==> src/rtl/imm_gen_pkg.sv <==
// imm_gen_pkg: shared format codes, opcodes and stored-entry layout for the immediate stage.
package imm_gen_pkg;

    typedef enum logic [2:0] {FMT_NONE, FMT_I, FMT_S, FMT_B, FMT_U, FMT_J} imm_fmt_t;

    localparam logic [6:0] OP_LOAD   = 7'b0000011;
    localparam logic [6:0] OP_IMM    = 7'b0010011;
    localparam logic [6:0] OP_IMM32  = 7'b0011011;
    localparam logic [6:0] OP_JALR   = 7'b1100111;
    localparam logic [6:0] OP_STORE  = 7'b0100011;
    localparam logic [6:0] OP_BRANCH = 7'b1100011;
    localparam logic [6:0] OP_LUI    = 7'b0110111;
    localparam logic [6:0] OP_AUIPC  = 7'b0010111;
    localparam logic [6:0] OP_JAL    = 7'b1101111;

    // imm is sized for the widest legal XLEN; narrower stages use the low bits
    typedef struct packed {
        logic [63:0] imm;
        imm_fmt_t    fmt;
        logic        illegal;
    } imm_entry_t;

    localparam imm_entry_t ENTRY_RST = '{imm: 64'd0, fmt: FMT_NONE, illegal: 1'b0};

endpackage

==> src/rtl/imm_gen_stage_decode.sv <==
// imm_decode: combinational instruction-to-immediate mapping with format classification.
module imm_decode
    import imm_gen_pkg::*;
#(
    parameter int XLEN = 64
) (
    input  logic [31:0]     instr,
    output logic [XLEN-1:0] imm,
    output imm_fmt_t        fmt,
    output logic            illegal
);
    logic [6:0] op;
    logic [2:0] f3;
    logic       shift;
    logic [5:0] shamt;

    assign op      = instr[6:0];
    assign f3      = instr[14:12];
    assign shift   = (op == OP_IMM || op == OP_IMM32) && (f3 == 3'b001 || f3 == 3'b101);
    // RV64 OP-IMM shifts take a 6-bit shamt; word shifts and RV32 take 5 bits
    assign shamt   = (XLEN == 64 && op == OP_IMM) ? instr[25:20] : {1'b0, instr[24:20]};
    assign illegal = fmt == FMT_NONE;

    always_comb begin
        fmt = (op == OP_LOAD || op == OP_IMM || op == OP_IMM32 || op == OP_JALR) ? FMT_I :
              (op == OP_STORE)                  ? FMT_S :
              (op == OP_BRANCH)                 ? FMT_B :
              (op == OP_LUI || op == OP_AUIPC)  ? FMT_U :
              (op == OP_JAL)                    ? FMT_J : FMT_NONE;
        imm = shift           ? XLEN'(shamt) :
              (fmt == FMT_I)  ? XLEN'($signed(instr[31:20])) :
              (fmt == FMT_S)  ? XLEN'($signed({instr[31:25], instr[11:7]})) :
              (fmt == FMT_B)  ? XLEN'($signed({instr[31], instr[7], instr[30:25], instr[11:8], 1'b0})) :
              (fmt == FMT_U)  ? XLEN'($signed({instr[31:12], 12'b0})) :
              (fmt == FMT_J)  ? XLEN'($signed({instr[31], instr[19:12], instr[20], instr[30:21], 1'b0})) :
                                '0;
    end
endmodule

==> src/rtl/imm_gen_stage.sv <==
// imm_gen_stage: registered immediate generator with a 2-entry skid buffer and flush.
module imm_gen_stage
    import imm_gen_pkg::*;
#(
    parameter int XLEN  = 64,
    parameter int TAG_W = 8
) (
    input  logic             clk,
    input  logic             rst,
    input  logic             flush,
    input  logic             in_valid,
    output logic             in_ready,
    input  logic [31:0]      in_instr,
    input  logic [TAG_W-1:0] in_tag,
    output logic             out_valid,
    input  logic             out_ready,
    output logic [XLEN-1:0]  out_imm,
    output logic [2:0]       out_fmt,
    output logic             out_illegal,
    output logic [TAG_W-1:0] out_tag
);
    logic [XLEN-1:0]  dec_imm;
    imm_fmt_t         dec_fmt;
    logic             dec_illegal;
    imm_entry_t       dec_e, out_e, skid_e;
    logic [TAG_W-1:0] skid_tag;
    logic             skid_valid, accept, xfer;

    imm_decode #(.XLEN(XLEN)) u_dec (
        .instr   (in_instr),
        .imm     (dec_imm),
        .fmt     (dec_fmt),
        .illegal (dec_illegal)
    );

    assign dec_e       = '{imm: 64'(dec_imm), fmt: dec_fmt, illegal: dec_illegal};
    assign in_ready    = !skid_valid && !rst;
    assign accept      = in_valid && in_ready;
    assign xfer        = out_valid && out_ready;
    assign out_imm     = out_e.imm[XLEN-1:0];
    assign out_fmt     = out_e.fmt;
    assign out_illegal = out_e.illegal;

    // in_ready is low whenever the skid holds data, so accept and a skid drain never coincide
    always_ff @(posedge clk) begin
        if (rst) begin
            out_valid  <= 1'b0;
            skid_valid <= 1'b0;
            out_e      <= ENTRY_RST;
            skid_e     <= ENTRY_RST;
            out_tag    <= '0;
            skid_tag   <= '0;
        end else if (flush) begin
            out_valid  <= 1'b0;
            skid_valid <= 1'b0;
        end else if (!out_valid || xfer) begin
            if (skid_valid) begin
                out_e      <= skid_e;
                out_tag    <= skid_tag;
                out_valid  <= 1'b1;
                skid_valid <= 1'b0;
            end else if (accept) begin
                out_e     <= dec_e;
                out_tag   <= in_tag;
                out_valid <= 1'b1;
            end else begin
                out_valid <= 1'b0;
            end
        end else if (accept) begin
            skid_e     <= dec_e;
            skid_tag   <= in_tag;
            skid_valid <= 1'b1;
        end
    end
endmodule

==> config.mk <==
export PLATFORM = sky130hd
export DESIGN_NAME = imm_gen_stage
export DESIGN_NICKNAME = d
export VERILOG_FILES = /design/src/rtl/imm_gen_pkg.sv /design/src/rtl/imm_gen_stage_decode.sv /design/src/rtl/imm_gen_stage.sv
export SDC_FILE = /design/constraint.sdc
export NUM_CORES = 1
export LEC_CHECK = 0
export ABC_AREA = 0
export BUFFER_PORTS_ARGS = -buffer_cell sky130_fd_sc_hd__buf_2
export CAP_MARGIN = 20
export CORE_UTILIZATION = 42
export CTS_CLUSTER_DIAMETER = 100
export CTS_CLUSTER_SIZE = 10
export DETAILED_ROUTE_END_ITERATION = 10
export PLACE_DENSITY = 0.61
export SLEW_MARGIN = 10
export SYNTH_ARGS = -nofsm -noshare
export SYNTH_HDL_FRONTEND = slang
export SYNTH_HIERARCHICAL = 1
export SYNTH_SLANG_ARGS = --single-unit
==> constraint.sdc <==
create_clock -name clk -period 6.9 [get_ports clk]
set_clock_uncertainty 0.05 [all_clocks]
set_input_delay 0.69 -clock clk [delete_from_list [all_inputs] [get_ports clk]]
set_output_delay 0.69 -clock clk [all_outputs]
set_load 0.01 [all_outputs]
== After elaboration in Yosys (flattened, before gate mapping) ==
Cells that the tools add are included.
Cells by class
  equality and inequality tests: 16
  mux-type cells: 18
  bitwise operators: 2
  reductions and logical operators: 20
Operators with widths (number)
  64-bit 2-to-1 mux: 6
  68-bit 2-to-1 mux: 2
  7-bit by 5-bit == test with 1-bit output (second input constant): 3
  7-bit == test (second input constant): 3
  8-bit 2-to-1 mux: 2
  3-bit 2-to-1 mux: 5
  7-bit by 6-bit == test with 1-bit output (second input constant): 2
  3-bit == test (second input constant): 3
  7-bit by 2-bit == test with 1-bit output (second input constant): 1
  1-bit logical OR: 7
  3-bit by 1-bit == test with 1-bit output (second input constant): 2
  3-bit by 2-bit == test with 1-bit output (second input constant): 2
  6-bit 2-to-1 mux: 1
  3-bit AND reduction: 2
  1-bit logical AND: 4
  1-bit logical NOT: 3
  3-bit logical NOT: 1
  3-bit OR reduction: 1
  1-bit 2-to-1 mux: 2
  1-bit NOT: 2
  2-bit nonzero test: 1
  2-bit OR reduction: 1
Word-level totals
  flip-flop bits (word level): 154
  input port bits: 45
  output and inout port bits: 78
  logic and storage cells: 66

== Depth between registers and ports, before layout ==
  depth in word-level cells: 15
  mapped depth: 9
  depth with buffers taken out: 7

== Cells and area by module ==
The synthesis kept the hierarchy.
By module, submodules not included
  imm_gen_stage: times used 1, cells each 773, area an instance 7059.3 µm², sequential area each 3083.0 µm²
  imm_decode: times used 1, cells each 145, area an instance 957.2 µm², sequential area each 0.0 µm²

== Worst setup path before layout ==
Ideal clock, no wire load.
  path type: in2reg
  from: input in_instr[2]
  to: register out_e (netlist bit out_imm[58])
  setup time: 0.058 ns
  data arrival time: 3.653 ns
  required time: 6.792 ns
  path slack: 3.139 ns
  stages on the path: 8
  buffers on the path: 2
  cells stage by stage: buf_2 > o211a_1 > o31a_1 > nor3_1 > buf_4 > mux2i_1 > nor2_1 > mux2_2
On the way
  word-level cells in the longest chain between the ends: 15
  elaborated cells on any way between the ends: 33
  those cells by class: eq/ne: 14; mux: 13; reduce/logical: 6
RTL lines
  from (decl): line imm_gen_stage.sv:13  | input logic [31:0] in_instr,
  7-bit == test (tied with other cells): line imm_gen_stage_decode.sv:29  | (op == OP_JAL) ? FMT_J : FMT_NONE;
  3-bit 2-to-1 mux / 1-bit logical OR (equally long branches): line imm_gen_stage_decode.sv:29, imm_gen_stage_decode.sv:28
  3-bit 2-to-1 mux: line imm_gen_stage_decode.sv:28  | (op == OP_LUI || op == OP_AUIPC) ? FMT_U :
  3-bit 2-to-1 mux: line imm_gen_stage_decode.sv:27  | (op == OP_BRANCH) ? FMT_B :
  3-bit 2-to-1 mux: line imm_gen_stage_decode.sv:26  | (op == OP_STORE) ? FMT_S :
  3-bit 2-to-1 mux: line imm_gen_stage_decode.sv:25  | fmt = (op == OP_LOAD || op == OP_IMM || op == OP_IMM32 || op == OP_JALR) ? FMT_I :
  3-bit == test: line imm_gen_stage_decode.sv:35  | (fmt == FMT_J) ? XLEN'($signed({instr[31], instr[19:12], instr[20], instr[30:21], 1'b0})) :
  64-bit 2-to-1 mux: line imm_gen_stage_decode.sv:35
  64-bit 2-to-1 mux: line imm_gen_stage_decode.sv:34  | (fmt == FMT_U) ? XLEN'($signed({instr[31:12], 12'b0})) :
  64-bit 2-to-1 mux: line imm_gen_stage_decode.sv:33  | (fmt == FMT_B) ? XLEN'($signed({instr[31], instr[7], instr[30:25], instr[11:8], 1'b0})) :
  64-bit 2-to-1 mux: line imm_gen_stage_decode.sv:32  | (fmt == FMT_S) ? XLEN'($signed({instr[31:25], instr[11:7]})) :
  64-bit 2-to-1 mux: line imm_gen_stage_decode.sv:31  | (fmt == FMT_I) ? XLEN'($signed(instr[31:20])) :
  64-bit 2-to-1 mux *: line imm_gen_stage_decode.sv:30  | imm = shift ? XLEN'(shamt) :
  named net dec_imm[58]: line imm_gen_stage.sv:22  | logic [XLEN-1:0] dec_imm;
  68-bit 2-to-1 mux *: line imm_gen_stage.sv:62  | end else if (accept) begin
  68-bit 2-to-1 mux *: line imm_gen_stage.sv:57  | if (skid_valid) begin
  to (signal assigned): line imm_gen_stage.sv:58  | out_e <= skid_e;
  to (decl): line imm_gen_stage.sv:25  | imm_entry_t dec_e, out_e, skid_e;
Mark *: on every way through the listed nets, which the timed path passes. The rest lies on a longest branch. The select of a mux whose other input is x is not followed.
A chain may end at the register's enable or synchronous reset.

== Worst setup path in the final report ==
  from: input rst
  to: register out_e (netlist bit out_imm[9])
On the way
  word-level cells in the longest chain between the ends: 5
RTL lines
  from (decl): line imm_gen_stage.sv:9  | input logic rst,
  1-bit logical NOT: line imm_gen_stage.sv:37  | assign in_ready = !skid_valid && !rst;
  1-bit logical AND: line imm_gen_stage.sv:37
  1-bit logical AND: line imm_gen_stage.sv:38  | assign accept = in_valid && in_ready;
  2-bit nonzero test (no source line)
  3-bit AND reduction (no source line)
Parallel ways exist; a longest one is shown, timed or not.

==> results.yml <==
power:
  clock_power_share_pct: 48.3
  p_int_mw: 1.51
  p_sw_uw: 484
  ir_drop_uv: 180
  pwr_density_cell_nw_per_um2: 222
  swShare_pct: 24.3
  pwr-share-comb_pct: 6.7
  seq_power_share_pct: 45.0
  p_leak_nw: 3.44
global_routing:
  grt_pass1_wl_mm: 31.5
  grt_pass1_vias: 6106
  antenna_found_initial: 0
  grt_overflow: 0
  grt_max_degree: 138
  grt_usage_pct: 20.0
worst_setup_path:
  worst-path-buf-inv: 2
  path_depth: 4
  r2r_slack_ns: 4.37
  cp_max_fo: 137
  worst-setup-path-type: "input port to flip-flop"
  critical_path.cell_chain: "buf_6, buf_4, nor2_1, mux2_2"
  startpoint_type: "input port"
  r2r_cells: 4
  end_kind: "flip-flop"
  reg2reg_from: "skid_valid"
  arrival_ns: 2.85
  timing.rr.end: "skid_e[6]"
  crit_family: "buffers and inverters"
  critPathMaxStageDelay_ns: 0.85
  cp_slowest_cell: "buf_4"
  worstPathRequired_ns: 7.16
yosys:
  synth_edf_count: 0
  ys_async_sr_fraction_pct: 0
  syn_nets: 963
  synth_top_area_share_pct: 38.5
  syn_avg_cell_area_um2: 8.73
  ys_types: 48
  synth_area_leaders: "dfxtp_1 38%, mux2_2 11%, mux2i_1 9.6%, a21oi_1 6.1%, nor2b_1 6.1%"
  syn_area_um2: 8020
  ys_seq_area_share_pct: 38.5
  synth.ff_latch_count: 154
  yosys_warnings: 6
  syn_inst: 918
  ys.flop_type: "dfxtp_1"
  yosys.area.top_type: "dfxtp_1"
floorplanning:
  initial_utilization_pct: 42.9
  rows: 50
  coreArea_um2: 18700
  dieWidth_um: 140
  die_area_um2: 19600
  ios: 123
  fp.dieH_um: 140
timing:
  tightest_slew_ns: 0.997
  finalWorstSetupSlack_ns: 4.32
  final-hold-violation-count: 0
  clock.fmax_ghz: 0.387
  fin_crit_ns: 2.58
  slew_viol_final: 0
  tns_ns: 0
  rsz0062_at_grt: "false"
  max-slew-margin-rel_pct: 33.6
  setup_viol: 0
  finalCritPeriodShare_pct: 37.4
drt:
  wl_per_cell_um: 16.0
  via_per_inst: 5.40
  drc: 0
  drtIter0Drc: 489
  vias: 6473
  dr.pass1.iters: 5
  final_antenna_net_count: 0
  wl_mm: 19.2
run:
  maxCapViolCount: 0
clock_network:
  cts_setup_buffers: 0
  cts_inserted_buffers: 17
  tritoncts: "done"
  cts.hold.buffers_added: 0
  clock-sinks: 154
  cts.repair.resized: 0
  cts_root_buffer: "clkbuf_16"
  clockBufferDepth: 2
  clkTransAtPathRegs_ns: 0.06
  htreeDepth: 4
  clk_latency_ns: 0.43
hold_path:
  worst_hold_path.endpoint: "skid_tag[4]"
  hp-start: "skid_tag[4]"
  hold_depth: 2
  hp-class: "flip-flop to flip-flop"
status:
  status: "completed"
placement:
  pre_cts_ws_ns: 3.93
  gp_congestion: 0.877
  io_buffer_count: 122
  dp_hpwl_mm: 10.9
cells_and_area:
  antenna_cells: 0
  area_growth_pct: 11.8
  nets: 998
  drive_above_1_share_pct: 26.0
worst reg2reg max path: cells and delay by family, from the launching register on:
family	cells	cell delay, ns
flip-flops	1	0.76
AO/OA/AOI/OAI	2	0.37
buffers and inverters	1	0.56
AND/OR/NAND/NOR	1	0.71
worst max path at each step:
stage	from	to	slack, ns
2_1_floorplan	in_instr[2]	out_imm[58]	3.14
3_3_place_gp	in_instr[6]	out_imm[18]	3.92
3_5_place_dp	rst	out_imm[9]	3.93
4_1_cts	skid_valid	skid_e[6]	4.34
5_1_grt	rst	out_tag[3]	4.18
6_report	rst	out_imm[9]	4.32
synth_stat cells (all sizes together), types with 2 or more instances:
library cell  count
a211oi            3
a21oi            99
a22o              4
a2bb2oi           2
and2              6
buf              73
clkbuf           41
dfxtp           154
inv               2
mux2             76
mux2i            77
nand2            24
nand2b            6
nand3            79
nand4b            2
nor2             88
nor2b            78
nor3              5
nor4b             3
o21ai            77
cells in the final DEF, fill, tap and decap left out, types with 2 or more instances in the layout:
cell type and n:
clkinv_2 2, a2bb2oi_2 2, buf_4 8, nor2_1 88, mux2_2 76, inv_6 3, o21ai_1 29, buf_2 121
clkbuf_16 17, o21ai_0 48, a21oi_1 98, nor3_1 3, nand2_1 24, a22o_1 4, dfxtp_1 153, nor2b_1 77
nand2b_1 5, a211oi_1 2, bufinv_16 3, mux2i_1 77, and2_1 6, inv_1 2, nand3_1 79, clkinvlp_4 3
logic make-up (layout without fill, tap and decap cells):
kind of cell    after synthesis  count (layout)  synth area share [%]
compound gates              195             195                  13.5
buf+inv                     116             163                  8.26
flops                       154             154                  38.5
mux                         153             153                  20.3
simple gates                300             300                  19.5
routing by layer:
metal / GRT usage, % / up-vias / share of wire, %
met3: 4.55 / 17 / 5.0
met1: 26.7 / 3055 / 47
li1: - / 3223 / -
met4: 6.13 / 0 / 1.1
met2: 32.1 / 178 / 47
met5: 0 / - / 0
final cells by class:
| cell class | instances | area, um2 |
|---|---|---|
| sequential | 154 | 3090 |
| tap | 234 | 293 |
| clock buffer | 18 | 429 |
| multi-input combinational | 648 | 4300 |
| clock inverter | 13 | 169 |
| inverter | 2 | 7.51 |
| timing repair buffer | 130 | 677 |
| fill | 1846 | 9740 |
power by group through the flow:
stage / Clock (mW) / Combinational, mW / Sequential [mW]
2_1_floorplan: 0 / 0.0942 / 0.918
3_3_place_gp: 0 / 0.134 / 0.916
3_5_place_dp: 0 / 0.133 / 0.916
4_1_cts: 0.991 / 0.134 / 0.896
5_1_grt: 1.02 / 0.145 / 0.896
6_report: 0.963 / 0.133 / 0.896
flip-flops by register name, summed over array words and instances (netlist names):
name	count
skid_valid	1
skid_tag	8
out_fmt	3
out_tag	8
out_illegal	1
out_valid	1
out_imm	64
skid_e	68
through the flow:
stage | area [um2] | cells | power [mW] | hold WS [ns] | util [%]
after floorplan | 8020 | 918 | 1.01 | 0.404 | -
after global placement | 8370 | 1168 | 1.05 | 0.409 | 44.7
after CTS | 8960 | 1199 | 2.02 | 0.426 | 47.9
after detailed placement | 8370 | 1168 | 1.05 | 0.417 | 44.7
final | 8960 | 1199 | 1.99 | 0.422 | 47.9
after global routing | 8960 | 1199 | 2.07 | 0.437 | 47.9
No activity file was read; power rests on OpenSTA's default activity.
